$ cat src/rtl/coriolis_pkg.sv
`default_nettype none
// Shared FloPoCo word definitions for the coriolis kernel datapath.
package coriolis_pkg;

  localparam int FPC_W = 34;

  localparam logic [1:0] FPC_EXC_ZERO   = 2'b00;
  localparam logic [1:0] FPC_EXC_NORMAL = 2'b01;
  localparam logic [1:0] FPC_EXC_INF    = 2'b10;
  localparam logic [1:0] FPC_EXC_NAN    = 2'b11;

  typedef logic [FPC_W-1:0] fpc_word_t;

  function automatic logic [1:0] fpc_exc(input fpc_word_t w);
    return w[FPC_W-1 -: 2];
  endfunction

endpackage
`default_nettype wire

$ cat src/rtl/coriolis_sync_fifo_fwft.sv
`default_nettype none
// First-word-fall-through synchronous FIFO; the head word is visible on dout
// one cycle after it is pushed. The caller must never push when full or pop when empty.
module coriolis_sync_fifo_fwft #(
  parameter int STREAMW = 34,
  parameter int DEPTH   = 4
) (
  input  logic                     clk,
  input  logic                     rst,
  input  logic                     push,
  input  logic                     pop,
  input  logic [STREAMW-1:0]       din,
  output logic [STREAMW-1:0]       dout,
  output logic [$clog2(DEPTH):0]   count,
  output logic                     full,
  output logic                     empty
);

  localparam int ADDRW = $clog2(DEPTH);
  localparam logic [ADDRW:0] FULL_COUNT = (ADDRW+1)'(DEPTH);

  logic [STREAMW-1:0] mem_q [DEPTH];
  logic [ADDRW-1:0]   wr_ptr_q, wr_ptr_d;
  logic [ADDRW-1:0]   rd_ptr_q, rd_ptr_d;
  logic [ADDRW:0]     count_q, count_d;

  // Power-of-two depth: pointers wrap by natural overflow.
  always_comb begin
    wr_ptr_d = wr_ptr_q;
    rd_ptr_d = rd_ptr_q;
    count_d  = count_q;
    if (push) wr_ptr_d = wr_ptr_q + 1'b1;
    if (pop)  rd_ptr_d = rd_ptr_q + 1'b1;
    case ({push, pop})
      2'b10:   count_d = count_q + 1'b1;
      2'b01:   count_d = count_q - 1'b1;
      default: count_d = count_q;
    endcase
  end

  always_ff @(posedge clk) begin
    if (rst) begin
      wr_ptr_q <= '0;
      rd_ptr_q <= '0;
      count_q  <= '0;
    end else begin
      wr_ptr_q <= wr_ptr_d;
      rd_ptr_q <= rd_ptr_d;
      count_q  <= count_d;
    end
  end

  // Storage is deliberately left out of reset; validity is tracked by count_q.
  always_ff @(posedge clk) begin
    if (push) mem_q[wr_ptr_q] <= din;
  end

  assign dout  = mem_q[rd_ptr_q];
  assign count = count_q;
  assign full  = (count_q == FULL_COUNT);
  assign empty = (count_q == '0);

endmodule
`default_nettype wire

$ cat src/rtl/coriolis_ker1_subker1_join2.sv
`default_nettype none
// Two-input stream join: pairs word k of in1 with word k of in2 behind
// per-input elastic FIFOs and presents them under a single valid/ready handshake.
module coriolis_ker1_subker1_join2
  import coriolis_pkg::*;
#(
  parameter int STREAMW = FPC_W,
  parameter int DEPTH   = 4,
  parameter int ADDRW   = 2
) (
  input  logic               clk,
  input  logic               rst,
  input  logic               ivalid_in1,
  input  logic [STREAMW-1:0] in1,
  output logic               iready_in1,
  input  logic               ivalid_in2,
  input  logic [STREAMW-1:0] in2,
  output logic               iready_in2,
  output logic               ovalid,
  output logic [STREAMW-1:0] out1,
  output logic [STREAMW-1:0] out2,
  input  logic               oready
);

  localparam logic [ADDRW:0] FULL_COUNT = (ADDRW+1)'(DEPTH);

  logic               push1, push2, pop;
  logic [STREAMW-1:0] dout1, dout2;
  logic [ADDRW:0]     count1, count2;
  logic               full1, full2, empty1, empty2;

  // Ready comes from registered FIFO state only, so oready never reaches iready.
  assign iready_in1 = ~rst & ~full1;
  assign iready_in2 = ~rst & ~full2;
  assign push1      = ivalid_in1 & iready_in1;
  assign push2      = ivalid_in2 & iready_in2;

  assign ovalid = ~rst & ~empty1 & ~empty2;
  assign pop    = ovalid & oready;
  assign out1   = ovalid ? dout1 : '0;
  assign out2   = ovalid ? dout2 : '0;

  coriolis_sync_fifo_fwft #(
    .STREAMW (STREAMW),
    .DEPTH   (DEPTH)
  ) u_fifo1 (
    .clk   (clk),
    .rst   (rst),
    .push  (push1),
    .pop   (pop),
    .din   (in1),
    .dout  (dout1),
    .count (count1),
    .full  (full1),
    .empty (empty1)
  );

  coriolis_sync_fifo_fwft #(
    .STREAMW (STREAMW),
    .DEPTH   (DEPTH)
  ) u_fifo2 (
    .clk   (clk),
    .rst   (rst),
    .push  (push2),
    .pop   (pop),
    .din   (in2),
    .dout  (dout2),
    .count (count2),
    .full  (full2),
    .empty (empty2)
  );

  always_ff @(posedge clk) begin
    if (!rst) begin
      assert (count1 <= FULL_COUNT);
      assert (count2 <= FULL_COUNT);
    end
  end

endmodule
`default_nettype wire

$ cat config.mk
export PLATFORM = sky130hd
export DESIGN_NAME = coriolis_ker1_subker1_join2
export DESIGN_NICKNAME = d
export VERILOG_FILES = /design/src/rtl/coriolis_pkg.sv /design/src/rtl/coriolis_sync_fifo_fwft.sv /design/src/rtl/coriolis_ker1_subker1_join2.sv
export SDC_FILE = /design/constraint.sdc
export NUM_CORES = 1
export LEC_CHECK = 0
export ABC_AREA = 1
export BUFFER_PORTS_ARGS = -buffer_cell sky130_fd_sc_hd__buf_4
export CELL_PAD_IN_SITES_DETAIL_PLACEMENT = 2
export CELL_PAD_IN_SITES_GLOBAL_PLACEMENT = 2
export CORE_UTILIZATION = 39
export CTS_CLUSTER_DIAMETER = 150
export DETAILED_ROUTE_END_ITERATION = 10
export MAX_ROUTING_LAYER = met4
export PLACE_DENSITY = 0.91
export SYNTH_ARGS = -nofsm -noshare
export SYNTH_HDL_FRONTEND = slang
export SYNTH_SLANG_ARGS = --single-unit
$ cat constraint.sdc
create_clock -name clk -period 3.2 [get_ports clk]
set_input_delay 0.32 -clock clk [delete_from_list [all_inputs] [get_ports clk]]
set_output_delay 0.32 -clock clk [all_outputs]
set_load 0.01 [all_outputs]
==> flow_metrics.tcl <==
set metrics [dict create \
    cp_slowest_cell "dlygate4sd3_1" \
    cp.required_ns 2.88 \
    setup_viol 0 \
    synth_nets 1081 \
    power_w 0.00933 \
    cp_top_family "buffers and inverters" \
    ys_seq_area_frac 0.726 \
    power.density_nw_per_um2 618 \
    die_w_um 176 \
    antenna_found_initial 2 \
    drive_above_1_share 0.191 \
    gp_congestion 0.725 \
    clk_latency_ns 0.56 \
    worst_slew_pin_slew_ns 0.802 \
    gr-usage-met1 0.333 \
    final_nets 1294 \
    slew_viol_final 0 \
    rsz0062_at_grt "false" \
    grt_util_met2 0.535 \
    cts.path.max_buffers 3 \
    initial_core_util 0.396 \
    slowest_delay_ns 0.54 \
    grt_use_met3 0.0396 \
    grt_start_max_net_pins 69 \
    cap_violations 0 \
    cts_buffers 31 \
    syn_to_final_growth_pct 28.6 \
    post_cts_buffers 0 \
    worstPathCellList "dlygate4sd3_1 > buf_4 > inv_2 > nand3_2 > inv_2 > buf_4 > nand2_1 > inv_1 > buf_4" \
    drtIter0Drc 681 \
    endpoint_kind "output port" \
    cts_tree "done" \
    cts-hold-fix-buffers 67 \
    netlist_area_um2 11700 \
    pre_cts_ws_ns 0.738 \
    ir_drop_mv 0.476 \
    rows 63 \
    dp_cells 1499 \
    top_usage_layer "met2" \
    first_global_vias 9924 \
    dp_hpwl_mm 22.7 \
    ios 144 \
    synth_seq_cells 290 \
    cellLeakagePower_nw 6.04 \
    outcome "finished, final reports clean" \
    vias 8788 \
    die_area_um2 30800 \
    slew_headroom 0.466 \
    path_class "in -> out" \
    io_buffers 143 \
    drcViolationCount 0 \
    synth.distinct_cells 24 \
    final_cell_count_no_fill 1625 \
    synth_xor_xnor_area_share 0.000746 \
    die_height_um 176 \
    synth.mux.area_fraction 0 \
    vias_per_cell 5.41 \
    worstPathArrival_ns 2.73 \
    synth_top_family_by_area "simple AND/OR/NAND/NOR gates" \
    hold_violations 0 \
    grt_first_pass_wirelength_mm 65.0 \
    synth_compound_area_frac 0.0956 \
    syn_inst 996 \
    finalClockSkew_ns 0.0141 \
    drt-wirelength-per-cell_um 27.1 \
    final_antenna_net_count 0 \
    path_common_cell "buf_4" \
    max_freq_mhz 327 \
    cts.sink_count 290 \
    fin_tns_setup_ns 0 \
    drt_first_pass_iters 5 \
    yosysWarnings 0 \
    grtUsageTotal 0.297 \
    wl_mm 44.1 \
    grt_overflow 0 \
    clkSlewWorstSetupHoldPaths_ns 0.06 \
    cts-resized-gates 0 \
    core_area_um2 29600 \
    hold_class "in -> reg" \
    worstPathMaxFanout 22 \
    htree_levels 1 \
    worstSetupStartpointType "input pin" \
    period_needed_ns 3.05 \
    synth_fa_ha_area_frac 0.0141 \
    root_buffer "clkbuf_16" \
    synth-simple-area-share 0.105 \
    timing.final.crit_share 0.954 \
    avgSynthCellArea_um2 11.8 \
    crit_buf_inv 7 \
    fin_ws_ns 0.146 \
]
==> flip-flops by register name (all words and copies together) (netlist names), named ones only <==
signal and count:
u_fifo1.mem_q 136, u_fifo2.mem_q 136, u_fifo1.count 3, u_fifo2.count 3, u_fifo1.rd_ptr_q 2, u_fifo1.wr_ptr_q 2, u_fifo2.rd_ptr_q 2, u_fifo2.wr_ptr_q 2
==> kinds of logic (layout without fill, tap and decap cells) <==
family / Yosys count / in the layout
and+or+nand+nor: 320 / 320
DFF: 290 / 290
AOI/OAI and AO/OA: 224 / 224
buffers and inverters: 149 / 386
adders and majority gates: 12 / 12
xor gates and xnor gates: 1 / 1
other: 0 / 2
==> final cells by class <==
class                   count  area [um2]
clock inverters            14         275
repair buffers            230        1920
clock buffers              43         911
well taps                 390         488
multi-input cells         557        2590
flip-flops and latches    290        8530
diodes                      2        5.00
inverters                  99         372
fillers                  2902       14500
==> worst register-to-register path: cells and delay by family (launching register included) <==
family                   cells  cell delay, ns
AO/OA/AOI/OAI                2            0.25
adder cells (fa/ha/maj)      2            0.71
buffers and inverters        3            0.34
flip-flops                   1            0.38
AND/OR/NAND/NOR              5            0.80
==> Yosys cell counts <==
library cell	count	area (um2)
clkbuf_2	2	10.0
nor2_2	1	6.26
buf_6	11	124
dfxtp_1	18	360
o21ai_0	129	646
nand3_1	7	35.0
buf_1	2	7.51
nand2_1	81	304
nand3_2	2	20.0
ha_1	10	125
nor3b_1	1	7.51
nor2_1	225	845
buf_2	17	85.1
edfxtp_1	272	8170
a31oi_1	1	6.26
nand4_1	3	18.8
fa_1	2	40.0
o21ai_1	84	420
xor2_1	1	8.76
a21oi_1	10	50.1
buf_4	4	30.0
clkbuf_1	14	52.6
inv_1	95	357
inv_2	4	15.0
==> routing by layer <==
| metal | vias to the layer above | routed length [um] |
|---|---|---|
| met2 | 275 | 23500 |
| met5 | - | 0 |
| met4 | 0 | 1840 |
| met3 | 117 | 1610 |
| li1 | 3820 | - |
| met1 | 4576 | 17200 |
==> metrics by stage <==
stage               utilization  hold slack, ns  cell area, um2
finish                    0.509          0.0133           15100
global route              0.509         0.00200           15100
CTS                       0.509       0.0000444           15100
detailed placement        0.447           0.481           13200
global placement          0.447           0.489           13200
floorplan                     -           0.396           11700
==> power by group <==
part | internal (W) | switching, W
Combinational | 0.000271 | 0.000484
Sequential | 0.00425 | 0.0000530
Clock | 0.00262 | 0.00164
==> worst paths after layout <==
kind / from / end / slack (ns) / depth (start not counted)
worst max-delay path: rst / out1[23] / 0.15 / 9
worst min-delay path: in1[4] / u_fifo1.mem_q[1][4] / 0.01 / 1
worst max register to register: u_fifo2.count[1] / u_fifo2.count[2] / 0.63 / 12
worst min register to register: u_fifo2.wr_ptr_q[1] / u_fifo2.wr_ptr_q[1] / 0.54 / 2
==> cell usage in the layout (no fill, tap or decap), drive strengths merged <==
| cell | count |
|---|---|
| nor3b | 1 |
| dfxtp | 18 |
| a21oi | 10 |
| xor2 | 1 |
| clkbuf | 43 |
| inv | 100 |
| edfxtp | 272 |
| o21ai | 213 |
| nand4 | 3 |
| nand2 | 81 |
| nor2 | 226 |
| diode | 2 |
| buf | 163 |
| clkinvlp | 1 |
| a31oi | 1 |
| ha | 10 |
| fa | 2 |
| nand3 | 9 |
| clkinv | 4 |
| bufinv | 8 |
| dlygate4sd3 | 67 |
No activity file was read; power rests on OpenSTA's default activity.
